--- src/rtl/clk_time_ctrl_if.sv ---
// Front-panel bundle: raw push-buttons into the controller, counter-control pulses out.
interface clk_time_ctrl_if;
    logic       btn_mode;
    logic       btn_inc;
    logic       btn_clr;
    logic       btn_fmt;
    logic       sec_tick;
    logic       inc_min;
    logic       inc_hr;
    logic       rst_counters;
    logic       time_format;
    logic [1:0] set_mode;
    logic       blink;

    modport master (
        output btn_mode, btn_inc, btn_clr, btn_fmt,
        input  sec_tick, inc_min, inc_hr, rst_counters, time_format, set_mode, blink
    );

    modport slave (
        input  btn_mode, btn_inc, btn_clr, btn_fmt,
        output sec_tick, inc_min, inc_hr, rst_counters, time_format, set_mode, blink
    );
endinterface

--- src/rtl/clk_time_ctrl.sv ---
// Front-panel controller: button sync/debounce, RUN/SET_HR/SET_MIN sequencing, 1 Hz tick, blink.
// Optional inc auto-repeat in set states is enabled by defining TIME_CTRL_AUTO_REPEAT_EN.
module clk_time_ctrl #(
    parameter int unsigned CLK_HZ        = 1000,
    parameter int unsigned DEBOUNCE_MS   = 20
`ifdef TIME_CTRL_AUTO_REPEAT_EN
    ,
    parameter int unsigned REPEAT_DLY_MS = 500,
    parameter int unsigned REPEAT_PER_MS = 200
`endif
) (
    input  logic           CLK,
    input  logic           rst_n,
    clk_time_ctrl_if.slave bus
);

    localparam int unsigned DB_CYC    = DEBOUNCE_MS * CLK_HZ / 1000;
    localparam int unsigned DB_W      = (DB_CYC > 1) ? $clog2(DB_CYC) : 1;
    localparam int unsigned PRE_W     = $clog2(CLK_HZ);
    localparam int unsigned BLINK_CYC = CLK_HZ / 4;
    localparam int unsigned BL_W      = (BLINK_CYC > 1) ? $clog2(BLINK_CYC) : 1;
    localparam int unsigned NBTN      = 4;
    localparam int unsigned B_MODE    = 0;
    localparam int unsigned B_INC     = 1;
    localparam int unsigned B_CLR     = 2;
    localparam int unsigned B_FMT     = 3;

    typedef enum logic [1:0] {
        ST_RUN     = 2'b00,
        ST_SET_HR  = 2'b01,
        ST_SET_MIN = 2'b10
    } state_t;

    logic [NBTN-1:0]           btn_raw;
    logic [NBTN-1:0]           sync1_q, sync2_q;
    logic [NBTN-1:0]           db_lvl_q, db_prev_q, press_q;
    logic [NBTN-1:0][DB_W-1:0] db_cnt_q;

    state_t           state_q, state_d;
    logic [PRE_W-1:0] presc_q, presc_d;
    logic [BL_W-1:0]  blink_cnt_q, blink_cnt_d;
    logic             blink_q, blink_d;
    logic             fmt_q, fmt_d;
    logic             sec_tick_q, sec_tick_d;
    logic             inc_min_q, inc_min_d;
    logic             inc_hr_q, inc_hr_d;
    logic             rst_cnt_q, rst_cnt_d;
    logic             clr_ev, mode_ev, inc_ev;

    assign btn_raw = {bus.btn_fmt, bus.btn_clr, bus.btn_inc, bus.btn_mode};

    // Sync, debounce (counter cleared whenever the synced level matches the accepted level), rising-edge pulse
    always_ff @(posedge CLK or negedge rst_n) begin
        if (!rst_n) begin
            sync1_q   <= '0;
            sync2_q   <= '0;
            db_lvl_q  <= '0;
            db_prev_q <= '0;
            press_q   <= '0;
            db_cnt_q  <= '0;
        end else begin
            sync1_q <= btn_raw;
            sync2_q <= sync1_q;
            for (int i = 0; i < int'(NBTN); i++) begin
                if (sync2_q[i] == db_lvl_q[i]) begin
                    db_cnt_q[i] <= '0;
                end else if (db_cnt_q[i] == DB_W'(DB_CYC - 1)) begin
                    db_lvl_q[i] <= sync2_q[i];
                    db_cnt_q[i] <= '0;
                end else begin
                    db_cnt_q[i] <= db_cnt_q[i] + DB_W'(1);
                end
            end
            db_prev_q <= db_lvl_q;
            press_q   <= db_lvl_q & ~db_prev_q;
        end
    end

    assign clr_ev  = press_q[B_CLR];
    assign mode_ev = press_q[B_MODE];

`ifdef TIME_CTRL_AUTO_REPEAT_EN
    localparam int unsigned REP_DLY_CYC = REPEAT_DLY_MS * CLK_HZ / 1000;
    localparam int unsigned REP_PER_CYC = REPEAT_PER_MS * CLK_HZ / 1000;
    localparam int unsigned REP_W       = $clog2(REP_DLY_CYC);

    logic [REP_W-1:0] rep_cnt_q, rep_cnt_d;
    logic             rep_ev;

    // Hold counter: fires at the initial delay, then reloads so later fires are one period apart
    always_comb begin
        rep_cnt_d = '0;
        rep_ev    = 1'b0;
        if (state_q != ST_RUN && state_d == state_q && db_lvl_q[B_INC] && !press_q[B_INC]) begin
            if (rep_cnt_q == REP_W'(REP_DLY_CYC - 1)) begin
                rep_ev    = 1'b1;
                rep_cnt_d = REP_W'(REP_DLY_CYC - REP_PER_CYC);
            end else begin
                rep_cnt_d = rep_cnt_q + REP_W'(1);
            end
        end
    end

    always_ff @(posedge CLK or negedge rst_n) begin
        if (!rst_n) rep_cnt_q <= '0;
        else        rep_cnt_q <= rep_cnt_d;
    end

    assign inc_ev = press_q[B_INC] | rep_ev;
`else
    assign inc_ev = press_q[B_INC];
`endif

    // Next state and next values of every registered output
    always_comb begin
        state_d     = state_q;
        fmt_d       = fmt_q;
        sec_tick_d  = 1'b0;
        inc_min_d   = 1'b0;
        inc_hr_d    = 1'b0;
        rst_cnt_d   = 1'b0;
        presc_d     = '0;
        blink_d     = 1'b0;
        blink_cnt_d = '0;

        if (press_q[B_FMT]) fmt_d = ~fmt_q;

        if (clr_ev) begin
            state_d   = ST_RUN;
            rst_cnt_d = 1'b1;
        end else if (mode_ev) begin
            case (state_q)
                ST_RUN:    state_d = ST_SET_HR;
                ST_SET_HR: state_d = ST_SET_MIN;
                default:   state_d = ST_RUN;
            endcase
        end else if (inc_ev) begin
            case (state_q)
                ST_SET_HR:  inc_hr_d  = 1'b1;
                ST_SET_MIN: inc_min_d = 1'b1;
                default:    ;
            endcase
        end

        // Count only when staying in RUN so the first tick after a set state lands CLK_HZ cycles later
        if (state_q == ST_RUN && state_d == ST_RUN && !clr_ev) begin
            if (presc_q == PRE_W'(CLK_HZ - 1)) begin
                sec_tick_d = 1'b1;
            end else begin
                presc_d = presc_q + PRE_W'(1);
            end
        end

        if (state_d != ST_RUN) begin
            if (state_q == ST_RUN) begin
                blink_d = 1'b1;
            end else if (blink_cnt_q == BL_W'(BLINK_CYC - 1)) begin
                blink_d = ~blink_q;
            end else begin
                blink_d     = blink_q;
                blink_cnt_d = blink_cnt_q + BL_W'(1);
            end
        end
    end

    always_ff @(posedge CLK or negedge rst_n) begin
        if (!rst_n) begin
            state_q     <= ST_RUN;
            presc_q     <= '0;
            blink_cnt_q <= '0;
            blink_q     <= 1'b0;
            fmt_q       <= 1'b1;
            sec_tick_q  <= 1'b0;
            inc_min_q   <= 1'b0;
            inc_hr_q    <= 1'b0;
            rst_cnt_q   <= 1'b0;
        end else begin
            state_q     <= state_d;
            presc_q     <= presc_d;
            blink_cnt_q <= blink_cnt_d;
            blink_q     <= blink_d;
            fmt_q       <= fmt_d;
            sec_tick_q  <= sec_tick_d;
            inc_min_q   <= inc_min_d;
            inc_hr_q    <= inc_hr_d;
            rst_cnt_q   <= rst_cnt_d;
        end
    end

    assign bus.sec_tick     = sec_tick_q;
    assign bus.inc_min      = inc_min_q;
    assign bus.inc_hr       = inc_hr_q;
    assign bus.rst_counters = rst_cnt_q;
    assign bus.time_format  = fmt_q;
    assign bus.set_mode     = state_q;
    assign bus.blink        = blink_q;

endmodule

--- src/flat_wrapper.sv ---
// flat-port wrapper written by rule: the top's interface ports become plain ports
module clk_time_ctrl_flat 
#(
    parameter int unsigned CLK_HZ        = 1000,
    parameter int unsigned DEBOUNCE_MS   = 20

)
  (CLK, rst_n, bus_btn_mode, bus_btn_inc, bus_btn_clr, bus_btn_fmt, bus_sec_tick, bus_inc_min, bus_inc_hr, bus_rst_counters, bus_time_format, bus_set_mode, bus_blink);
  clk_time_ctrl_if bus_i ();
  input  logic CLK;
  input  logic rst_n;
  input wire logic [$bits(bus_i.btn_mode)-1:0] bus_btn_mode;
  input wire logic [$bits(bus_i.btn_inc)-1:0] bus_btn_inc;
  input wire logic [$bits(bus_i.btn_clr)-1:0] bus_btn_clr;
  input wire logic [$bits(bus_i.btn_fmt)-1:0] bus_btn_fmt;
  output wire logic [$bits(bus_i.sec_tick)-1:0] bus_sec_tick;
  output wire logic [$bits(bus_i.inc_min)-1:0] bus_inc_min;
  output wire logic [$bits(bus_i.inc_hr)-1:0] bus_inc_hr;
  output wire logic [$bits(bus_i.rst_counters)-1:0] bus_rst_counters;
  output wire logic [$bits(bus_i.time_format)-1:0] bus_time_format;
  output wire logic [$bits(bus_i.set_mode)-1:0] bus_set_mode;
  output wire logic [$bits(bus_i.blink)-1:0] bus_blink;
  assign bus_i.btn_mode = bus_btn_mode;
  assign bus_i.btn_inc = bus_btn_inc;
  assign bus_i.btn_clr = bus_btn_clr;
  assign bus_i.btn_fmt = bus_btn_fmt;
  assign bus_sec_tick = bus_i.sec_tick;
  assign bus_inc_min = bus_i.inc_min;
  assign bus_inc_hr = bus_i.inc_hr;
  assign bus_rst_counters = bus_i.rst_counters;
  assign bus_time_format = bus_i.time_format;
  assign bus_set_mode = bus_i.set_mode;
  assign bus_blink = bus_i.blink;
  clk_time_ctrl #(.CLK_HZ(CLK_HZ), .DEBOUNCE_MS(DEBOUNCE_MS)) u_core (.CLK(CLK), .rst_n(rst_n), .bus(bus_i));
endmodule
--- config.mk ---
export PLATFORM = sky130hd
export DESIGN_NAME = clk_time_ctrl_flat
export DESIGN_NICKNAME = d
export VERILOG_FILES = /design/src/rtl/clk_time_ctrl_if.sv /design/src/rtl/clk_time_ctrl.sv /design/src/flat_wrapper.sv
export SDC_FILE = /design/constraint.sdc
export NUM_CORES = 1
export LEC_CHECK = 0
export CAP_MARGIN = 20
export CORE_MARGIN = 2
export CORE_UTILIZATION = 45
export DETAILED_ROUTE_END_ITERATION = 7
export SLEW_MARGIN = 15
export SYNTH_ARGS = -nofsm -noshare
export SYNTH_HDL_FRONTEND = slang
export SYNTH_SLANG_ARGS = --single-unit
--- constraint.sdc ---
create_clock -name CLK -period 3 [get_ports CLK]
set_input_delay 0.3 -clock CLK [delete_from_list [all_inputs] [get_ports CLK]]
set_output_delay 0.3 -clock CLK [all_outputs]
set_load 0.01 [all_outputs]
==> impl_results.md, run 1 <==
- Final setup vio count: 0
- Worst path required time: 2.70 ns
- First-pass GRT wire length: approximately 7100 µm
- CTS tree: yes
- Share of layout cells above drive strength 1: 0.102
- RSZ-0062 raised after global routing: false
- Root buffer cell: clkbuf_8
- Final WL: 3830 µm
- Rel. slew slack: 0.613
- Vias in the first global route: about 1600
- Post-CTS Resized: 0
- TritonCTS Buffers: 9
- Post-Layout Cell Count: 327
- Most used DFF post-synth: dfrtp_1
- PnR Total Power: 1860 µW
- Initial Utilization: 0.472
- Max-cap violations: 0
- Worst-Margin Slew: between 0.5 and 0.6 ns
- Status: completed
- Area grow syn2layout: 16.8%
- Routability cong.: approximately 0.74
- CP Class: reg2out
- Worst skew pair latency: 0.33 ns
- Rows: 27
- Crit-path slowest cell: dfstp_2
- Via count: 1618
- IO Port Bufs: 13
- Post-DP HPWL: ~2600 µm
- DRC: 0
- Clk slew on worst S/H paths: approximately 0.07 ns
- Yosys warnings: 0
- Syn_nets: approximately 240
- Total core area: 5610 µm²
- Post-Route Skew: 0.00631 ns
- Final Hold Fails: 0
- Overflow after GRT: 0
- Crit path DAT: 1.41 ns
- Critical path's top delay family: flip-flops
- Final net count: 264
- Number of enable flip-flop cells after synthesis: 0
- Worst min-delay path class: reg2reg
- Critical path buffers and inverters: 1
- Die Ht: 80.7 µm
- Antenna Violating Nets Remaining: 0
- Average size of a mapped cell: 11.7 µm²
- Clk buf depth: 2
- Final period util: 0.571
- Antenna violations before repair: 0
- Gr usage total: 0.145
- H-tree lvl count: 3
- Drt first-iter violations: 55
- Diode count: 0
- Netlist cell types: 33
- Tmin final: 1.71 ns
- Worst setup margin: 1.29 ns
- Slew Viols, Final: 0
- Most frequent cells in the layout: 65 x dfrtp_1, 38 x nor2_1, 15 x nand3_1, 14 x nand2_1, 14 x xor2_1
- Avg WL per Cell: roughly 12 µm
- Critical Path End Type: primary output
- Max IR drop VDD: 291 µV
- Ys async rst share: 1.00
- Leading cell type in the layout, fill and taps excluded: dfrtp_1
- Setup TNS: 0 ns
- Post-synthesis register bit count: 66
- Crit path largest cell delay: around 0.54 ns
- Crit-path max FO: 2
- CP cell instances: clkdlybuf4s50_1
- First-pass iteration count of the detailed router: 4
- Clk sinks: 66
- Dpl ws: 1.45 ns
- Fmax: 0.584 GHz
- DIE AREA: around 6500 µm²
- I/O pin count: 14
- Pin count of the biggest net entering global routing: 47
- Critical path startpoint category: flop
- Pleak: 0.00140 µW
- DR vias/cell: 4.95
- Power per cell area: 600 nW/µm²
- Synthesized instance count: about 230
- Cell Area, Synth: 2650 µm²
- Seq/Total Area, Yosys: 0.625
- Placed cell count: 311
- Worst hold slack: 0.344 ns
- Die Wd: just over 80 µm
## metal layers
metal  track usage  wire length [µm]
met2         0.223              1720
met3        0.0404               126
met5             0                 0
met4        0.0915                97
met1         0.180              1890
## flip-flops by register name, indices dropped and copies added (netlist names)
register / flops
u_core.presc_q: 10
u_core.press_q: 4
u_core.db_lvl_q: 4
u_core.db_cnt_q: 20
u_core.bus.rst_counters: 1
u_core.bus.sec_tick: 1
u_core.sync1_q: 4
u_core.bus.time_format: 1
u_core.bus.inc_min: 1
u_core.bus.blink: 1
u_core.db_prev_q: 4
u_core.bus.set_mode: 2
u_core.bus.inc_hr: 1
u_core.blink_cnt_q: 8
u_core.sync2_q: 4
## stage by stage
stage	utilization	area (µm²)
3_3_place_gp	0.513	2880
4_1_cts	0.551	3090
2_1_floorplan	-	2650
6_report	0.551	3090
5_1_grt	0.551	3090
3_5_place_dp	0.513	2880
## cell usage after synthesis, types with 3 or more instances
cell type | number | area, µm²
nor3_1 | 7 | 35.0
nand4_1 | 4 | 25.0
nor2b_1 | 4 | 25.0
mux2_2 | 5 | 56.3
and2_1 | 4 | 25.0
xnor2_1 | 12 | 105
nand2b_1 | 3 | 18.8
inv_1 | 6 | 22.5
nand3_1 | 15 | 75.1
nand2_1 | 14 | 52.6
nor2_1 | 38 | 143
xor2_1 | 14 | 123
dfrtp_1 | 65 | 1630
ha_1 | 7 | 87.6
a21oi_1 | 5 | 25.0
## cell families (layout without fill, tap and decap cells)
family,after synthesis,in the layout,synth area share
AND/OR/NAND/NOR,96,96,0.175
buffers and inverters,7,36,0.00993
flip-flops,66,66,0.625
AO/OA/AOI/OAI,19,19,0.0501
adder cells (fa/ha/maj),7,7,0.0331
XOR/XNOR,26,26,0.0861
multiplexers,5,5,0.0213
## layout make-up
| type | instances | area [µm²] |
|---|---|---|
| Clock buffer | 13 | 169 |
| Fill cell | 501 | 2520 |
| Clock inverter | 2 | 35.0 |
| Multi-Input combinational cell | 153 | 967 |
| Inverter | 6 | 22.5 |
| Tap cell | 72 | 90.1 |
| Sequential cell | 66 | 1650 |
| Timing Repair Buffer | 15 | 155 |
## timing repair
| item | in CTS | in global routing |
|---|---|---|
| hold buffers | 1 | 0 |
| buffers inserted | 0 | 0 |
| hold endpoints to repair | 19 | 0 |
## where the power goes
| group | total [µW] | leakage, µW | switching [µW] | internal [µW] |
|---|---|---|---|---|
| combinational | 112 | 0.000422 | 58.5 | 53.0 |
| clock | 751 | 0.000106 | 304 | 446 |
| sequential | 994 | 0.000876 | 54.1 | 939 |
## final timing paths
check	from	end	slack [ns]	depth (start not counted)
setup / recovery	u_core.bus.time_format	bus_time_format	1.29	1
hold / removal	u_core.sync1_q[1]	u_core.sync2_q[1]	0.34	0
setup reg to reg	u_core.bus.set_mode[1]	u_core.blink_cnt_q[2]	1.49	4
hold reg to reg	u_core.sync1_q[1]	u_core.sync2_q[1]	0.34	0
max in group asynchronous	rst_n	u_core.sync1_q[1]	1.92	3
min in group asynchronous	rst_n	u_core.db_cnt_q[0]	0.49	2
Power figures use the tool's default switching activity.
==> inputs of run 2 (changes only) <==
Clock period 3 ns to 1.7 ns, I/O delays scaled along.
==> run 2 against run 1 <==
  * Sequential power rose by 77%
  * Register-to-register slack worse by 1.2 ns
  * Cell count rose by 1.5%
  * Critical path depth did not move
  * Setup slack lost 1.2 ns
  * Clock skew shrank 0.00065 ns
  * Core utilization rose by 0.94 points
  * Global-route usage up 0.35 points
  * Highest routed layer unchanged
  * Flip-flop and latch count stayed put
  * Wire length decreased by 0.57%
  * Largest power group unchanged
  * Worst hold slack worse by 0.075 ns
==> impl_results.md, run 2 (synthesis results as in run 1) <==
- CP Class: reg2out
- CTS tree: yes
- Final WL: 3810 µm
- Final period util: 0.926
- Slew Viols, Final: 0
- Clk sinks: 66
- TritonCTS Buffers: 9
- Critical path buffers and inverters: 1
- Clk slew on worst S/H paths: 0.07 ns
- DR vias/cell: 4.86
- Crit-path max FO: 2
- DRC: 0
- Gr usage total: 0.149
- Antenna violations before repair: 0
- Worst-Margin Slew: 0.561 ns
- Max IR drop VDD: 615 µV
- Final net count: ~270
- Worst setup margin: 0.126 ns
- Post-DP HPWL: 2580 µm
- Filler cells: 499
- Post-Route Skew: 0.00566 ns
- RSZ-0062 raised after global routing: false
- Placed cell area: 2910 µm²
- Critical path's top delay family: flip-flops
- Avg WL per Cell: 11.5 µm
- Largest regs: u_core.db_cnt_q (20), u_core.presc_q (10), u_core.blink_cnt_q (8)
- First-pass GRT wire length: 7200 µm
- Grt met2 use: 0.208
- Status: completed
- Pin count of the biggest net entering global routing: 30
- Root buffer cell: clkbuf_8
- DIE AREA: 6510 µm²
- First-pass iteration count of the detailed router: 4
- Pleak: 0.00143 µW
- Busiest layer in global routing: met2
- Crit path largest cell delay: 0.54 ns
- Crit path DAT: 1.40 ns
- Crit-path slowest cell: dfstp_2
- Die Wd: 80.7 µm
- Initial Utilization: 0.472
- Final setup vio count: 0
- Finished Cell Area: 3140 µm²
- CP cell instances: clkdlybuf4s50_1
- Antenna Violating Nets Remaining: 0
- IO Port Bufs: 13
- Most frequent cells in the layout: 65 x dfrtp_1, 38 x nor2_1, 15 x nand3_1
- Total core area: 5610 µm²
- Met1 usage: 0.200
- Rel. slew slack: 0.626
- Area grow syn2layout: 18.8%
- Setup bufs post-CTS: 0
- Worst min-delay path class: in2reg
- Max-cap violations: 0
- Die Ht: between 80 and 90 µm
- Critical path startpoint category: flop
- Dpl ws: 0.254 ns
- Worst skew pair latency: 0.33 ns
- Vias in the first global route: 1614
- Worst path required time: 1.53 ns
- Critical Path End Type: primary output
- Setup TNS: 0 ns
- Overflow after GRT: 0
- Share of layout cells above drive strength 1: 0.119
- Via count: 1612
- H-tree lvl count: 3
- Largest register FFs: 20
- Final Hold Fails: 0
- I/O pin count: 14
- Leading cell type in the layout, fill and taps excluded: dfrtp_1
- Diode count: 0
- Rows: 27
- Fmax: ~0.64 GHz
- Clk buf depth: 2
- Met3 GRT Util: 0.0438
- Routability cong.: 0.755
- Biggest register: u_core.db_cnt_q
- Tmin final: 1.57 ns
- Power per cell area: 1080 nW/µm²
- Drt first-iter violations: 44
==> run 2: timing repair <==
item	CTS	global route
resized for setup	0	1
hold buffers	1	0
hold endpoints to repair	19	0
endpoints found under the setup margin	0	1
==> run 2: cell type report <==
class,instances,area [µm²],share of cell area
multi-input combinational,153,967,0.308
sequential,66,1650,0.526
clock inverter,1,30.0,0.00955
clock buffer,15,196,0.0625
timing repair buffer,19,185,0.0589
inverter,6,22.5,0.00716
tap,72,90.1,0.0287
==> run 2: path summary, 6_finish.rpt <==
| kind | from | endpoint | slack (ns) | cells after the start |
|---|---|---|---|---|
| setup reg to reg | u_core.bus.set_mode[1] | u_core.blink_cnt_q[2] | 0.34 | 4 |
| max in group asynchronous | rst_n | u_core.db_cnt_q[13] | 0.79 | 3 |
| hold / removal | bus_btn_inc | u_core.sync1_q[1] | 0.27 | 1 |
| setup / recovery | u_core.bus.time_format | bus_time_format | 0.13 | 1 |
| min in group asynchronous | rst_n | u_core.blink_cnt_q[5] | 0.36 | 2 |
| hold reg to reg | u_core.sync1_q[2] | u_core.sync2_q[2] | 0.35 | 0 |
==> run 2: power breakdown <==
| group | total [µW] | internal [µW] | switching, µW |
|---|---|---|---|
| registers | 1760 | 1660 | 101 |
| logic | 200 | 96.7 | 103 |
| clock network | 1440 | 879 | 558 |
| total | 3400 | 2630 | 762 |
==> run 2: layer usage <==
metal  vias to the layer above  part of all wire
met3                        11             0.031
met5                         -                 0
met1                       756              0.51
li1                        824                 -
met2                        21              0.43
met4                         0             0.030
==> run 2: per-stage QoR <==
stage	utilization	instances	hold WS, ns	total power (µW)
after floorplan	-	226	-0.126	1900
after global placement	0.519	315	0.189	1980
after detailed placement	0.519	315	0.204	1990
after CTS	0.561	332	0.255	3440
after global routing	0.561	332	0.260	3570
final	0.561	332	0.269	3400
==> run 2: worst reg2reg max path, delay by kind of cell (launching register included) <==
kind	cells	cell delay, ns
flops	1	0.45
compound gates	2	0.59
simple gates	2	0.26
==> inputs of run 3 (changes only) <==
Settings changed: CORE_ASPECT_RATIO from default to 1.4.
==> run 3 against run 2 <==
  * Global-route usage is 0.44 points lower
  * Register-to-register slack worse by 0.07 ns
  * Largest power group unchanged
  * Die area increased by 0.13%
  * Worst hold slack improved by 0.0045 ns
  * Clock power fell by 5%
  * Setup slack better by 0.0098 ns
  * Flip-flop and latch count unchanged
  * First-iteration DRC count increased by 75%
  * Via count rose by 3.7%
  * Critical endpoint unchanged
==> impl_results.md, run 3 (synthesis results as in run 1) <==
- Pint: 2590 µW
- Crit-path max FO: 2
- Max-cap violations: 0
- Antenna Violating Nets Remaining: 0
- Crit path largest cell delay: roughly 0.54 ns
- Gr usage total: 0.145
- Clk buf depth: 2
- H-tree lvl count: 3
- Finished Cell Area: 3100 µm²
- Clk slew on worst S/H paths: roughly 0.07 ns
- Rel. slew slack: 0.689
- DIE AREA: between 6000 and 7000 µm²
- Critical path's top delay family: flip-flops
- RR Startpoint: u_core.presc_q[0]
- RSZ-0062 raised after global routing: false
- Setup bufs post-CTS: 0
- Status: completed
- Routability cong.: about 0.72
- Hold path cells: 1
- Rows: 33
- Final net count: 264
- Pin count of the biggest net entering global routing: 67
- Crit path DAT: 1.39 ns
- Crit-path slowest cell: dfstp_2
- Root buffer cell: clkbuf_8
- Pleak: 0.00141 µW
- Die Ht: roughly 95 µm
- Worst min-delay path class: in2reg
- Slew Viols, Final: 0
- Final setup vio count: 0
- Logic pwr share: 0.060
- First-pass GRT wire length: 6870 µm
- Diode count: 0
- Fmax: around 0.64 GHz
- CP cell instances: clkdlybuf4s50_1
- Setup TNS: 0 ns
- Leading cell type in the layout, fill and taps excluded: dfrtp_1
- PnR Total Power: 3320 µW
- Antenna violations before repair: 0
- CP Class: reg2out
- Clock power share: 0.412
- Final period util: 0.920
- Clk sinks: 66
- Avg WL per Cell: around 12 µm
- DR vias/cell: 5.13
- Die Wd: 68.8 µm
- Reg-to-reg endpoint: u_core.presc_q[3]
- Worst Setup SP: u_core.bus.time_format
- Share of layout cells above drive strength 1: 0.102
- Final Hold Fails: 0
- Worst Hold End: u_core.sync1_q[1]
- Worst reg2reg setup slack: 0.27 ns
- Worst path required time: 1.53 ns
- First-pass iteration count of the detailed router: 4
- TritonCTS Buffers: 9
- Core Util, Final: 0.537
- Initial Utilization: 0.458
- DRC: 0
- Biggest register: u_core.db_cnt_q
- IO Port Bufs: 13
- Post-Route Skew: 0.00608 ns
- Vias in the first global route: 1598
- Placed cell area: 2880 µm²
- Critical path startpoint category: flop
- Sw Share: 0.220
- Worst reg2reg path depth: 4
- Area grow syn2layout: 17.2%
- Final WL: 3910 µm
- HP Start: bus_btn_inc
- Critical path buffers and inverters: 1
- Critical Path End Type: primary output
- Max IR drop VDD: 610 µV
- Tmin final: 1.56 ns
- I/O pin count: 14
- Worst skew pair latency: 0.33 ns
- Worst-Margin Slew: 0.462 ns
- Largest register FFs: 20
- Via count: approximately 1700
- Post-DP HPWL: 2620 µm
- Total core area: 5780 µm²
- Most frequent cells in the layout: 65 x dfrtp_1, 38 x nor2_1, 15 x nand3_1, 14 x nand2_1, 14 x xor2_1
- Power per cell area: 1070 nW/µm²
- Reg power frac: 0.528
- Drt first-iter violations: between 70 and 80
- Switching power total: approximately 730 µW
- Largest regs: u_core.db_cnt_q (20), u_core.presc_q (10), u_core.blink_cnt_q (8)
- CTS tree: yes
- Overflow after GRT: 0
==> run 3: cell count changes in the layout (fill, tap and decap cells not counted), sizes merged <==
cell  before  now
buf        6    2
==> run 3: through the flow <==
step	setup WS (ns)	std cells	hold slack (ns)
after global placement	0.239	309	0.212
final	0.136	326	0.274
after floorplan	0.419	226	-0.126
after detailed placement	0.206	309	0.214
after CTS	0.108	326	0.254
after global routing	0.0651	326	0.279
==> run 3: routing by layer <==
metal | track usage | wire (µm)
met1 | 0.173 | 1710
met2 | 0.223 | 1940
met3 | 0.0501 | 149
met4 | 0.0833 | 112
met5 | 0 | 0
==> run 3: cell type report <==
type / count / area, µm²
Multi-Input combinational cell: 153 / 967
Tap cell: 70 / 87.6
Clock buffer: 15 / 186
Sequential cell: 66 / 1650
Fill cell: 529 / 2680
Inverter: 6 / 22.5
Clock inverter: 1 / 30.0
Timing Repair Buffer: 15 / 155
==> run 3: power groups by stage <==
stage / sequential, µW / clock [µW] / combinational, µW
after global routing: 1770 / 1490 / 232
after global placement: 1780 / 0 / 197
after CTS: 1750 / 1420 / 207
after detailed placement: 1780 / 0 / 202
final: 1760 / 1370 / 199
after floorplan: 1770 / 0 / 132
==> run 3: what timing repair did <==
item | in CTS | in global routing
gates resized for setup | 0 | 1
endpoints found under the setup margin | 0 | 2
hold buffers | 1 | 0
endpoints found under the hold margin | 65 | 0
==> run 3: worst max-delay path by stage <==
stage                            end  slack, ns  cells past startpoint
2_1_floorplan  u_core.blink_cnt_q[2]       0.42                      4
3_3_place_gp   u_core.blink_cnt_q[3]       0.24                      4
3_5_place_dp   u_core.blink_cnt_q[3]       0.21                      4
4_1_cts              bus_time_format       0.11                      1
5_1_grt              bus_time_format       0.07                      1
6_report             bus_time_format       0.14                      1
